[config.mk]
export PLATFORM = sky130hd
export DESIGN_NAME = exec_sequencer
export DESIGN_NICKNAME = d
export VERILOG_FILES = /design/src/rtl/exec_sequencer.sv
export SDC_FILE = /design/constraint.sdc
export NUM_CORES = 1
export LEC_CHECK = 0
export ABC_AREA = 1
export BUFFER_PORTS_ARGS = -buffer_cell sky130_fd_sc_hd__buf_2
export CAP_MARGIN = 25
export CORE_UTILIZATION = 50
export DETAILED_ROUTE_END_ITERATION = 10
export PLACE_DENSITY = 0.81
export SETUP_SLACK_MARGIN = 0.3
export SYNTH_ARGS = -nofsm -noshare
export SYNTH_HDL_FRONTEND = slang
export SYNTH_SLANG_ARGS = --single-unit
[constraint.sdc]
create_clock -name clk -period 4 [get_ports clk]
set_clock_uncertainty 0.1 [all_clocks]
set_input_delay 0.8 -clock clk [delete_from_list [all_inputs] [get_ports clk]]
set_output_delay 0.8 -clock clk [all_outputs]
set_load 0.05 [all_outputs]
[src/rtl/exec_sequencer.sv]
// Multi-cycle control sequencer for a LEGv8 subset: fetch, decode, execute,
// memory and write-back phases with a bounded memory handshake and sticky error.
module exec_sequencer #(
  parameter int MAX_WAIT = 15,
  parameter int CNT_W    = 16
) (
  input  logic             clk,
  input  logic             rst,
  input  logic             run,
  input  logic [10:0]      opcode,
  input  logic             zero,
  input  logic             mem_ready,
  output logic             mem_req,
  output logic             mem_we,
  output logic             ir_write,
  output logic             reg_write,
  output logic             mem_to_reg,
  output logic             alu_src,
  output logic [1:0]       alu_op,
  output logic             pc_write,
  output logic             pc_src,
  output logic             done,
  output logic             err,
  output logic [CNT_W-1:0] instr_count,
  output logic [2:0]       dbg_state
);

  localparam logic [1:0] ALUOP_DTYPE = 2'b00;
  localparam logic [1:0] ALUOP_CBZ   = 2'b01;
  localparam logic [1:0] ALUOP_RTYPE = 2'b10;
  localparam logic [1:0] ALUOP_B     = 2'b11;

  localparam int WW = (MAX_WAIT < 2) ? 1 : $clog2(MAX_WAIT + 1);
  localparam logic [WW-1:0] WAIT_LAST = WW'(MAX_WAIT - 1);

  typedef enum logic [2:0] {
    S_IDLE, S_FETCH, S_DECODE, S_EXEC, S_MEM, S_WB, S_ERROR
  } state_t;

  typedef enum logic [2:0] {
    C_LDUR, C_STUR, C_RTYPE, C_CBZ, C_B, C_BAD
  } cls_t;

  state_t        state;
  cls_t          cls;
  logic [WW-1:0] wait_cnt;
  logic          retire;
  logic          waiting;

  // CBZ carries an 8-bit opcode and B a 6-bit opcode; low bits are offset.
  function automatic cls_t classify(input logic [10:0] op);
    casez (op)
      11'b111_1100_0010: return C_LDUR;
      11'b111_1100_0000: return C_STUR;
      11'b100_0101_1000,
      11'b110_0101_1000,
      11'b100_0101_0000,
      11'b101_0101_0000: return C_RTYPE;
      11'b101_1010_0???: return C_CBZ;
      11'b000_101?_????: return C_B;
      default:           return C_BAD;
    endcase
  endfunction

  always_comb begin
    mem_req    = 1'b0;
    mem_we     = 1'b0;
    ir_write   = 1'b0;
    reg_write  = 1'b0;
    mem_to_reg = 1'b0;
    alu_src    = 1'b0;
    alu_op     = ALUOP_DTYPE;
    pc_src     = 1'b0;
    err        = 1'b0;
    retire     = 1'b0;
    case (state)
      S_FETCH: begin
        mem_req  = 1'b1;
        ir_write = mem_ready;
      end
      S_EXEC: begin
        case (cls)
          C_LDUR, C_STUR: begin
            alu_op  = ALUOP_DTYPE;
            alu_src = 1'b1;
          end
          C_RTYPE: alu_op = ALUOP_RTYPE;
          C_CBZ: begin
            alu_op = ALUOP_CBZ;
            retire = 1'b1;
            pc_src = zero;
          end
          C_B: begin
            alu_op = ALUOP_B;
            retire = 1'b1;
            pc_src = 1'b1;
          end
          default: ;
        endcase
      end
      S_MEM: begin
        mem_req = 1'b1;
        mem_we  = (cls == C_STUR);
        retire  = mem_ready && (cls == C_STUR);
      end
      S_WB: begin
        reg_write  = 1'b1;
        mem_to_reg = (cls == C_LDUR);
        retire     = 1'b1;
      end
      S_ERROR: err = 1'b1;
      default: ;
    endcase
    pc_write = retire;
    done     = retire;
  end

  assign waiting   = mem_req && !mem_ready;
  assign dbg_state = state;

  always_ff @(posedge clk) begin
    if (rst) begin
      state       <= S_IDLE;
      cls         <= C_BAD;
      wait_cnt    <= '0;
      instr_count <= '0;
    end else begin
      case (state)
        S_IDLE: begin
          if (run) begin
            state    <= S_FETCH;
            wait_cnt <= '0;
          end
        end
        S_FETCH, S_MEM: begin
          if (waiting) begin
            wait_cnt <= wait_cnt + 1'b1;
            if (wait_cnt == WAIT_LAST) state <= S_ERROR;
          end else if (state == S_FETCH) begin
            state <= S_DECODE;
          end else if (cls == C_LDUR) begin
            state <= S_WB;
          end
        end
        S_DECODE: begin
          cls   <= classify(opcode);
          state <= (classify(opcode) == C_BAD) ? S_ERROR : S_EXEC;
        end
        S_EXEC: begin
          if (cls == C_RTYPE) begin
            state <= S_WB;
          end else if (cls == C_LDUR || cls == C_STUR) begin
            state    <= S_MEM;
            wait_cnt <= '0;
          end
        end
        default: ;
      endcase
      // Retirement overrides the per-state next-state choice above.
      if (retire) begin
        instr_count <= instr_count + CNT_W'(1);
        state       <= run ? S_FETCH : S_IDLE;
        wait_cnt    <= '0;
      end
    end
  end

endmodule
==> metrics <==
critical path, cell by cell inv_2, nand2_1, nor2_2, nand2_2, nor2_4, nor2_8, inv_6, buf_2; fin crit period between 2 and 3 ns; Buf+Inv Stages, Crit Path 3; post-DR vias/cell 5.07; Critical R2R Launch instr_count[0]; CTS Buffer Depth 2; Detail Route Antenna Nets 0; first-pass GRT wire length 7.16 mm; Mapped Area ~0.0019 sq mm; Peak VDD IR roughly 0.44 mV; CP top delay family simple AND/OR/NAND/NOR gates; Residual DRC 0; DR WL/cell 10.9 um; Synth area leaders dfxtp_1 (27%), nand2_1 (16%), nor2_1 (8.3%), inv_1 (6.1%), nand3_1 (6.1%); Leak 1.12 nW; drt total wl between 4 and 5 mm; Vias approximately 2000; GR Overflow Total 0; crit start category register; outcome completed; Core Footprint approximately 0.0037 sq mm; CTS resizes 0; Ports 47; hold buffers post-CTS 0; endpoints failing setup 0; Max Freq 362 MHz; CTS clk-pin slew, worst paths 0.10 ns; crit path launch dbg_state[1]; RSZ-0062 raised after global routing no; overall routing resource usage 21.9%; hold crit path type reg -> reg; Nets ~360; Syn. warnings 0; Async SR Flop Fraction 0%; Reg2Reg Setup Slack between 2 and 2.5 ns; H-tree level count 1; setup TNS after final layout 0 ns; Die Height between 60 and 70 um; Post-DP HPWL ~3.3 mm; postcts setup bufs 0; Mapped Cells about 300; antenna violations before repair 0; max cap viols 0; final core utilization ~60%; crit path max-delay cell type dfxtp_1; TritonCTS clock tree built; Die X 63.6 um; Most used DFF post-synth dfxtp_1; initial DRC count 114; clk sinks 26; die area roughly 0.0040 sq mm; critical path data required time slightly above 3 ns; Port Buf Inserts 46; number of global-route vias before repair about 1700; Worst-Skew Late Latency approximately 0.27 ns; HP Start instr_count[15]; post-synthesis cell type count 36; Syn Area/Cell between 6 and 7 sq um; PwrDens roughly 470 mW/mm^2; Synth Net Count about 320; Max-slew headroom between 70 and 80%; max-slew violations 0; TritonCTS Buffers 3; share of cells above drive strength 1 21.9%; Yosys top cell by area dfxtp_1; largest net degree at the start of global routing 21; antenna cells 0; sequential element share of the synthesized area 27.5%; Initial Utilization around half; First-pass DRT Iterations 4; Worst-Margin Slew a little over 0.4 ns; Final Hold Viols 0; Tcrit/Tclk final 69.0%; Post-synth EDFFs 0; Fill cells around 360; share of the synthesized area in the top cell type about 27%; #FFs+latches synth 26; Crit path largest cell delay approximately 0.51 ns; Synth-to-Final Area Change 16.4%; Root Buffer clkbuf_8; number of cell rows 22; WP data arrival approximately 1.9 ns; kind of critical path reg -> out; CP Capture Type output pin; Crit Path Max Fanout 20; routability cong. approximately 0.84
==> power by group <==
| part | internal (W) | switching [W] | total [W] |
|---|---|---|---|
| registers | 0.000287 | 0.0000502 | 0.000337 |
| logic | 0.000131 | 0.000338 | 0.000469 |
| clock network | 0.000134 | 0.0000872 | 0.000221 |
| total | 0.000552 | 0.000475 | 0.00103 |
==> final timing paths <==
check,to,cells after the start
worst min register to register,instr_count[15],2
worst min-delay path,instr_count[15],2
worst max register to register,instr_count[14],7
worst max-delay path,done,8
==> metrics by stage <==
stage	setup slack, ns	hold slack (ns)	instances	instance area, sq um	total power [W]
after floorplan	1.01	0.371	298	1900	0.000723
after global placement	1.34	0.392	386	2130	0.000802
after detailed placement	1.33	0.387	386	2130	0.000808
after CTS	1.25	0.400	390	2210	0.00103
after global routing	1.12	0.426	390	2210	0.00110
final	1.24	0.403	390	2210	0.00103
==> synthesized netlist by cell type, types with 2 or more instances <==
cell,instances
nand2_1,82
nor2_1,42
inv_1,31
dfxtp_1,26
nand3_1,23
a21oi_1,22
nor3_1,7
nand2_2,6
nand4_1,6
xor2_1,6
xnor2_1,5
o21ai_0,4
ha_1,3
inv_2,3
nand2_4,3
o211ai_1,3
a21oi_2,2
buf_6,2
nand3_2,2
nor2_8,2
nor3b_1,2
or2_2,2
==> cells in the final DEF, fill, tap and decap left out, types with 4 or more instances in the layout <==
cell     count
nand4_1      6
nand2_2      6
a21oi_1     22
xnor2_1      5
nand2_1     82
dfxtp_1     26
o21ai_0      4
inv_1       31
nor2_1      42
nor3_1       7
buf_2       46
xor2_1       6
nand3_1     23
==> layer usage <==
layer / GRT usage, % / part of all wire (%)
met1: 26.8 / 46
met2: 39.5 / 49
met3: 3.99 / 4.7
met4: 4.26 / 0.45
met5: 0 / 0
==> tightest hold or removal path: stages, from the launching register on <==
cell,delay [ns]
dfxtp_1,0.34
nand2_1,0.07
a21oi_1,0.05
==> area by class of cell <==
class	count	area, sq um	area share (%)
repair buffers	46	230	10.4
clock inverters	1	30.0	1.36
inverters	35	136	6.18
clock buffers	3	41.3	1.87
well taps	48	60.1	2.72
multi-input cells	231	1190	53.8
flip-flops and latches	26	520	23.6
==> flip-flops by register name, indices dropped and copies added (netlist names) <==
register / flops
wait_cnt: 4
dbg_state: 3
cls: 3
instr_count: 16
==> cell families (layout without fill, tap and decap cells) <==
group / after synthesis / in the layout / share of synthesized area, %
xor+xnor: 11 / 11 / 5.08
fa+ha+maj: 3 / 3 / 1.98
flops: 26 / 26 / 27.5
compound gates: 34 / 34 / 10.2
buf+inv: 41 / 85 / 9.90
simple gates: 183 / 183 / 45.3
(Power assumes the default switching activity.)
